--- src/rtl/mem_pkg.sv ---
// Shared definitions for the load/store unit: access sizes and FSM states.
package mem_pkg;

  localparam logic [1:0] SZ_BYTE = 2'b00;
  localparam logic [1:0] SZ_HALF = 2'b01;
  localparam logic [1:0] SZ_WORD = 2'b10;

  typedef enum logic [1:0] {
    ST_IDLE = 2'b00,
    ST_RD   = 2'b01,
    ST_WR   = 2'b10,
    ST_RESP = 2'b11
  } state_t;

endpackage

--- src/rtl/mem_access_unit_lane_align.sv ---
// Little-endian lane handling for sub-word accesses: merges store data into
// an existing word and extracts/extends load data from a fetched word.
module lane_align
  import mem_pkg::*;
(
  input  logic [31:0] word,
  input  logic [31:0] wdata,
  input  logic [1:0]  size,
  input  logic [1:0]  offset,
  input  logic        is_unsigned,
  output logic [31:0] merged,
  output logic [31:0] loaded
);

  logic [31:0] shifted;

  // Replace only the addressed byte or half lane of the old word
  always_comb begin
    merged = word;
    case (size)
      SZ_BYTE: begin
        case (offset)
          2'd0: merged[7:0]   = wdata[7:0];
          2'd1: merged[15:8]  = wdata[7:0];
          2'd2: merged[23:16] = wdata[7:0];
          default: merged[31:24] = wdata[7:0];
        endcase
      end
      SZ_HALF: begin
        if (offset[1]) merged[31:16] = wdata[15:0];
        else           merged[15:0]  = wdata[15:0];
      end
      SZ_WORD: merged = wdata;
      default: merged = word;
    endcase
  end

  // Bring the addressed lane down to bit 0, then sign- or zero-extend it
  always_comb begin
    shifted = word >> {offset, 3'b000};
    loaded  = word;
    case (size)
      SZ_BYTE: loaded = is_unsigned ? {24'h0, shifted[7:0]}
                                    : {{24{shifted[7]}}, shifted[7:0]};
      SZ_HALF: loaded = is_unsigned ? {16'h0, shifted[15:0]}
                                    : {{16{shifted[15]}}, shifted[15:0]};
      default: loaded = word;
    endcase
  end

endmodule

--- src/rtl/mem_access_unit.sv ---
// Load/store initiator between the MEM stage and a word-addressed memory.
// One request at a time; sub-word stores are read-modify-write.
module mem_access_unit
  import mem_pkg::*;
#(
  parameter int unsigned MEM_WORDS = 32
) (
  input  logic        clk,
  input  logic        rst_n,
  input  logic        req_valid,
  output logic        req_ready,
  input  logic        req_write,
  input  logic [1:0]  req_size,
  input  logic        req_unsigned,
  input  logic [31:0] req_addr,
  input  logic [31:0] req_wdata,
  output logic        resp_valid,
  output logic        resp_err,
  output logic [31:0] resp_rdata,
  output logic [31:0] mem_addr,
  output logic [31:0] mem_wdata,
  output logic        mem_read,
  output logic        mem_write,
  input  logic [31:0] mem_rdata
);

  state_t      state, next_state;
  logic        accept;
  logic        req_err;
  logic [1:0]  size_q;
  logic [1:0]  off_q;
  logic        uns_q;
  logic        write_q;
  logic        err_q;
  logic [31:0] wdata_q;
  logic [31:0] rdata_q;
  logic [31:0] mem_addr_q;
  logic [31:0] mem_wdata_q;
  logic [31:0] merged_word;
  logic [31:0] load_data;

  assign accept = req_valid && (state == ST_IDLE);

  // Flag misaligned, illegal-size or out-of-range requests at acceptance
  always_comb begin
    req_err = 1'b0;
    case (req_size)
      SZ_BYTE: req_err = 1'b0;
      SZ_HALF: req_err = req_addr[0];
      SZ_WORD: req_err = |req_addr[1:0];
      default: req_err = 1'b1;
    endcase
    if ({2'b00, req_addr[31:2]} >= MEM_WORDS) req_err = 1'b1;
  end

  // State register
  always_ff @(posedge clk) begin
    if (!rst_n) state <= ST_IDLE;
    else        state <= next_state;
  end

  // Next-state and per-state outputs; writes are also blocked while in reset
  always_comb begin
    next_state = state;
    req_ready  = 1'b0;
    mem_read   = 1'b0;
    mem_write  = 1'b0;
    resp_valid = 1'b0;
    case (state)
      ST_IDLE: begin
        req_ready = 1'b1;
        if (req_valid) begin
          if (req_err)                           next_state = ST_RESP;
          else if (req_write && req_size == SZ_WORD) next_state = ST_WR;
          else                                   next_state = ST_RD;
        end
      end
      ST_RD: begin
        mem_read   = 1'b1;
        next_state = write_q ? ST_WR : ST_RESP;
      end
      ST_WR: begin
        mem_write  = rst_n;
        next_state = ST_RESP;
      end
      ST_RESP: begin
        resp_valid = 1'b1;
        next_state = ST_IDLE;
      end
      default: next_state = ST_IDLE;
    endcase
  end

  // Capture the request, build store words and latch load results
  always_ff @(posedge clk) begin
    if (!rst_n) begin
      size_q      <= 2'b00;
      off_q       <= 2'b00;
      uns_q       <= 1'b0;
      write_q     <= 1'b0;
      err_q       <= 1'b0;
      wdata_q     <= 32'h0;
      rdata_q     <= 32'h0;
      mem_addr_q  <= 32'h0;
      mem_wdata_q <= 32'h0;
    end else if (accept) begin
      size_q  <= req_size;
      off_q   <= req_addr[1:0];
      uns_q   <= req_unsigned;
      write_q <= req_write;
      err_q   <= req_err;
      wdata_q <= req_wdata;
      rdata_q <= 32'h0;
      if (!req_err) mem_addr_q <= {req_addr[31:2], 2'b00};
      if (!req_err && req_write && req_size == SZ_WORD) mem_wdata_q <= req_wdata;
    end else if (state == ST_RD) begin
      if (write_q) mem_wdata_q <= merged_word;
      else         rdata_q     <= load_data;
    end
  end

  lane_align u_lane_align (
    .word        (mem_rdata),
    .wdata       (wdata_q),
    .size        (size_q),
    .offset      (off_q),
    .is_unsigned (uns_q),
    .merged      (merged_word),
    .loaded      (load_data)
  );

  assign mem_addr   = mem_addr_q;
  assign mem_wdata  = mem_wdata_q;
  assign resp_err   = resp_valid & err_q;
  assign resp_rdata = resp_valid ? rdata_q : 32'h0;

endmodule

--- config.mk ---
export PLATFORM = sky130hd
export DESIGN_NAME = mem_access_unit
export DESIGN_NICKNAME = d
export VERILOG_FILES = /design/src/rtl/mem_pkg.sv /design/src/rtl/mem_access_unit_lane_align.sv /design/src/rtl/mem_access_unit.sv
export SDC_FILE = /design/constraint.sdc
export NUM_CORES = 1
export LEC_CHECK = 0
export CORE_UTILIZATION = 56
export CTS_CLUSTER_SIZE = 12
export DETAILED_ROUTE_END_ITERATION = 7
export DONT_BUFFER_PORTS = 1
export GPL_TIMING_DRIVEN = 0
export PLACE_DENSITY = 0.71
export SLEW_MARGIN = 20
export SYNTH_ARGS = -nofsm -noshare
export SYNTH_HDL_FRONTEND = slang
export SYNTH_HIERARCHICAL = 1
export SYNTH_SLANG_ARGS = --single-unit
export TNS_END_PERCENT = 10
--- constraint.sdc ---
create_clock -name clk -period 1.88 [get_ports clk]
set_input_delay 0.376 -clock clk [delete_from_list [all_inputs] [get_ports clk]]
set_output_delay 0.376 -clock clk [all_outputs]
set_load 0.02 [all_outputs]
* After elaboration in Yosys (flattened, before gate mapping) *
Cells that the tools add are included.

cells by class
  order comparisons = 1
  reductions and logical operators = 17
  shifts and indexed selects = 1
  $mul = 0
  muxes and demuxes = 26
  $add $sub $neg = 0
  divide/modulo/power cells = 0
  eq/ne operators = 11
  bitwise gates (word level) = 4

operators with widths
  operator               number
  $mux W32               7
  $pmux W32 S3           1
  $pmux W32 S2           1
  $mux W16               2
  $mux W8                4
  $shr A32 B5 Y16        1
  $ge A30 B6 Y1 const B  1
  $eq A2 B2 Y1 const B   5
  $eq A2 B1 Y1 const B   4
  $logic_not A2 Y1       4
  $pmux W2 S4            1
  $mux W1                6
  $mux W2                3
  $logic_and A1 B1 Y1    4
  $reduce_and A2 Y1      2
  $reduce_bool A2 Y1     2
  $reduce_or A2 Y1       2
  $not A1 Y1             3
  $pmux W1 S3            1
  $reduce_and A3 Y1      1
  $reduce_or A3 Y1       1
  $ne A2 B1 Y1 const B   1
  $ne A2 B2 Y1 const B   1
  $and A1 B1 Y1          1
  $logic_not A1 Y1       1

storage, ports and cells
  bits in writable memories = 0
  output and inout port bits = 101
  bits in latches = 0
  memory bits (read-only) = 0
  logic and storage cells = 70
  memories = 0
  input bits = 103
  register bits = 135

* Logic depth before layout (Yosys ltp) *
  depth after elaboration = 8
  depth in mapped cells = 9
  gate-level depth less buffers = 6

* Cells and area by module *
The synthesis kept the hierarchy.

by module, submodules not included
  module           cells each  sequential area each (um2)  times used  area each (um2)
  mem_access_unit  643         2702.6                      1           5490.3
  lane_align       294         0.0                         1           1775.5

* Least setup slack after synthesis *
Ideal clock, no wire load.

  path kind = register to register
  from = register state[0]
  to = register state[1]
  slack = -0.011 ns
  setup time = 0.076 ns
  clock period less this slack = 1.891 ns
  arrival = 1.816 ns
  stages on the path, launching flop included = 9
  cell sequence = dfxtp_1 > inv_1 > ha_1 > and2_1 > clkbuf_1 > clkbuf_1 > buf_2 > o21ai_0 > a21boi_0

between the ends
  longest elaborated chain between the ends = 2
  elaborated cells on any way between the ends = 6

RTL lines
  item                                                line                   source
  from (decl)                                         mem_access_unit.sv:27  state_t state, next_state;
  from (signal assigned)                              mem_access_unit.sv:59  else state <= next_state;
  $eq A2 B2 Y1, or another cell as far along          mem_access_unit.sv:69  case (state)
  $pmux W2 S4 / $ne A2 B2 Y1 (equally long branches)  -

Several ways; a longest one is shown, not always the timed one.
A chain may end at the register's enable or synchronous reset.

* Worst setup path in the final report *
  from = register state[0]
  to = output port resp_rdata[20]

between the ends
  longest elaborated chain between the ends = 3

RTL lines
  item            line                    source
  $eq A2 B2 Y1    mem_access_unit.sv:69
  $mux W1         mem_access_unit.sv:69
  via resp_valid  mem_access_unit.sv:17   output logic resp_valid,
  $mux W32        mem_access_unit.sv:135  assign resp_rdata = resp_valid ? rdata_q : 32'h0;
  to (decl)       mem_access_unit.sv:19   output logic [31:0] resp_rdata,

The timed path passes the listed nets, and every way through them passes these cells.

==> flow_metrics.py <==
metrics = {
    "die": {
        "die_area_um2": 13400,
        "rows": 41,
        "core_um2": 12600,
        "initial_utilization_pct": 57.6,
        "die_h_um": 116,
        "die_w_um": 116,
        "ios": 204,
    },
    "power": {
        "power.density_nw_per_um2": 1170,
        "power_leakage_uw": 0.00359,
        "power_uw": 9900,
        "ir_drop_mv": 0.778,
    },
    "global_routing": {
        "grt-busiest-layer": "met2",
        "grt_max_degree": 17,
        "grtUsageTotal_pct": 34.5,
        "grt_use_met3_pct": 8.68,
        "antenna_found_initial": 0,
        "grt_use_met1_pct": 41.7,
        "grt_pass1_vias": 6457,
        "use_met2_pct": 58.8,
        "grt_pass1_wl_um": 34700,
        "overflow": 0,
    },
    "timing": {
        "rsz0062_at_grt": "yes",
        "finalWorstSetupSlack_ns": 0.0222,
        "worstMarginPinSlew_ns": 0.637,
        "final_max_slew_viol_count": 0,
        "max-slew-margin-rel_pct": 57.5,
        "hold_ws_ns": 0.0702,
        "finalCriticalPeriod_ns": 1.86,
        "clock_skew_ns": 0.00988,
        "finalSetupViolCount": 0,
        "fmax_mhz": 538,
        "final_hold_viol_count": 0,
        "setup_tns_ns": 0,
        "fin_crit_sh_pct": 98.8,
    },
    "cells_and_area": {
        "drive_gt1_share_pct": 17.8,
        "nets": 1068,
        "areaGrowthSynthToFinish_pct": 16.8,
        "layout.cells.non_filler": 1146,
        "antenna_cells": 0,
    },
    "clock_network": {
        "cts_hold_buf": 0,
        "cts.sinks": 135,
        "cts_made_buffers": 17,
        "clock_path_buffers": 2,
        "tritoncts": "done",
        "clk_pin_slew_ns": 0.06,
        "clk_root_buffer_cell": "clkbuf_16",
        "clk_latency_ns": 0.43,
        "ctsHtreeMaxLevel": 4,
    },
    "place": {
        "port-buffer-count": 0,
        "hpwl_um": 17300,
        "dpl.cell_count": 1110,
        "gp_congestion": 0.946,
        "pre_cts_slack_ns": -0.569,
    },
    "drt": {
        "drcViolationCount": 0,
        "drt-pass1-iter-count": 6,
        "first_iter_violations": 795,
        "vias": 6984,
        "detail-route-antenna-nets": 0,
        "wirelength_um": 23400,
        "wl_per_cell_um": 20.4,
        "vias_per_cell": 6.09,
    },
    "synth": {
        "ys_ff_latch": 135,
        "synth_most_common_cell": "nand2_1",
        "synth_area_um2": 7270,
        "ys_types": 54,
        "ys_top_cells_by_count": "nand2_1 (253), dfxtp_1 (135), a21oi_1 (59), and3_1 (59), clkbuf_1 (57)",
        "syn_inst": 937,
        "ys.flop_type": "dfxtp_1",
        "synth_area_per_cell_um2": 7.75,
        "async_reset_ff_share_pct": 0,
        "synth_top_cell_by_area": "dfxtp_1",
        "yosysTopAreaCellShare_pct": 37.2,
        "synth_edf_count": 0,
        "yosysWarnings": 6,
        "synthTopCellsByArea": "dfxtp_1 (37%), nand2_1 (13%), mux2i_1 (5.8%)",
        "ys_seq_area_share_pct": 37.2,
    },
    "worst_setup_path": {
        "slowest_delay_ns": 0.38,
        "end_kind": "output pin",
        "critPathLaunchType": "flip-flop",
        "cp_max_fo": 10,
        "path_delay_family": "flip-flops",
        "r2r_setup_slack_ns": 0.04,
        "path_cells": "ha_4, clkbuf_8, and2_2",
        "cp.arrival_ns": 1.48,
        "critical_path_buf_inv_count": 1,
        "path_class": "reg2out",
        "worstPathRequired_ns": 1.50,
        "slowest_stage": "dfxtp_4",
    },
    "outcome": {
        "status": "finished, final reports clean",
    },
    "worst_hold_path": {
        "hp-class": "in2reg",
    },
    "flow_run": {
        "max_cap_viol_count": 0,
    },
}
==> power by group <==
group          leakage [µW]  switching [µW]  internal, µW
Clock              0.000292            1410          2010
Sequential          0.00110             260          3130
Combinational       0.00220            1890          1210
Total               0.00359            3560          6340
==> through the flow <==
step / utilization, % / cell area (µm²)
after CTS: 65.7 / 8290
after global placement: 59.3 / 7490
after floorplan: - / 7270
final: 67.2 / 8480
after global routing: 67.2 / 8480
after detailed placement: 59.3 / 7490
==> state kept, by name (all words and copies together), names as in the netlist, 2 cells and up <==
register and cells:
mem_addr 30, size_q 2, state 2, off_q 2
mem_wdata 32, wdata_q 32, rdata_q 32
==> repair_timing <==
action                     CTS  global route
gates resized for setup     83            55
buffers inserted             1             2
pin swaps                    2             7
cloned                       0             1
setup endpoints to repair  168           138
==> routing by layer <==
metal / up-vias / routed length [µm]
met5: - / 0
met4: 0 / 503
met3: 41 / 2390
met2: 370 / 11500
met1: 3279 / 9040
li1: 3294 / -
==> cell usage in the layout (no fill, tap or decap), types with 5 or more instances in the layout <==
master     instances
nand2_1          252
dfxtp_1          129
and3_1            59
a21oi_1           56
mux2i_1           42
a21boi_0          37
o21ai_0           35
a31oi_1           31
and2_2            31
clkbuf_1          30
mux2_2            21
clkbuf_2          18
inv_1             18
clkbuf_16         18
nor2b_1           12
buf_4             10
nand3_1            8
nand3b_1           8
a222oi_1           8
o22ai_1            7
o21a_1             7
a22oi_1            7
buf_6              6
clkbuf_4           6
inv_6              6
o211ai_1           6
a221o_1            6
nor4_1             5
o21ai_1            5
dfxtp_2            5
==> cells by family (layout without fill, tap and decap cells) <==
family	count (synthesis)	after routing	synth area share, %
compound gates	227	227	20.2
flops	135	135	37.2
fa+ha+maj	4	4	0.689
simple gates	402	402	26.2
buf+inv	101	137	6.06
mux	66	66	9.51
other cells	1	2	0.0516
xor+xnor	1	1	0.121
==> cell type report <==
class                           instances  area, µm²
Inverter                               19       71.3
Buffer                                 82        504
Multi-Input combinational cell        702       4300
Clock buffer                           17        425
Timing Repair Buffer                    4       72.6
Sequential cell                       135       2710
Tap cell                              172        215
Fill cell                            1140       4140
Clock inverter                         15        184
==> path summary, 6_finish.rpt <==
check | cells past startpoint | end | start
max | 3 | resp_rdata[20] | state[0]
min | 2 | mem_addr[5] | req_addr[5]
max reg2reg | 8 | mem_wdata[15] | off_q[1]
min reg2reg | 2 | rdata_q[14] | rdata_q[14]
(Power assumes the default switching activity.)
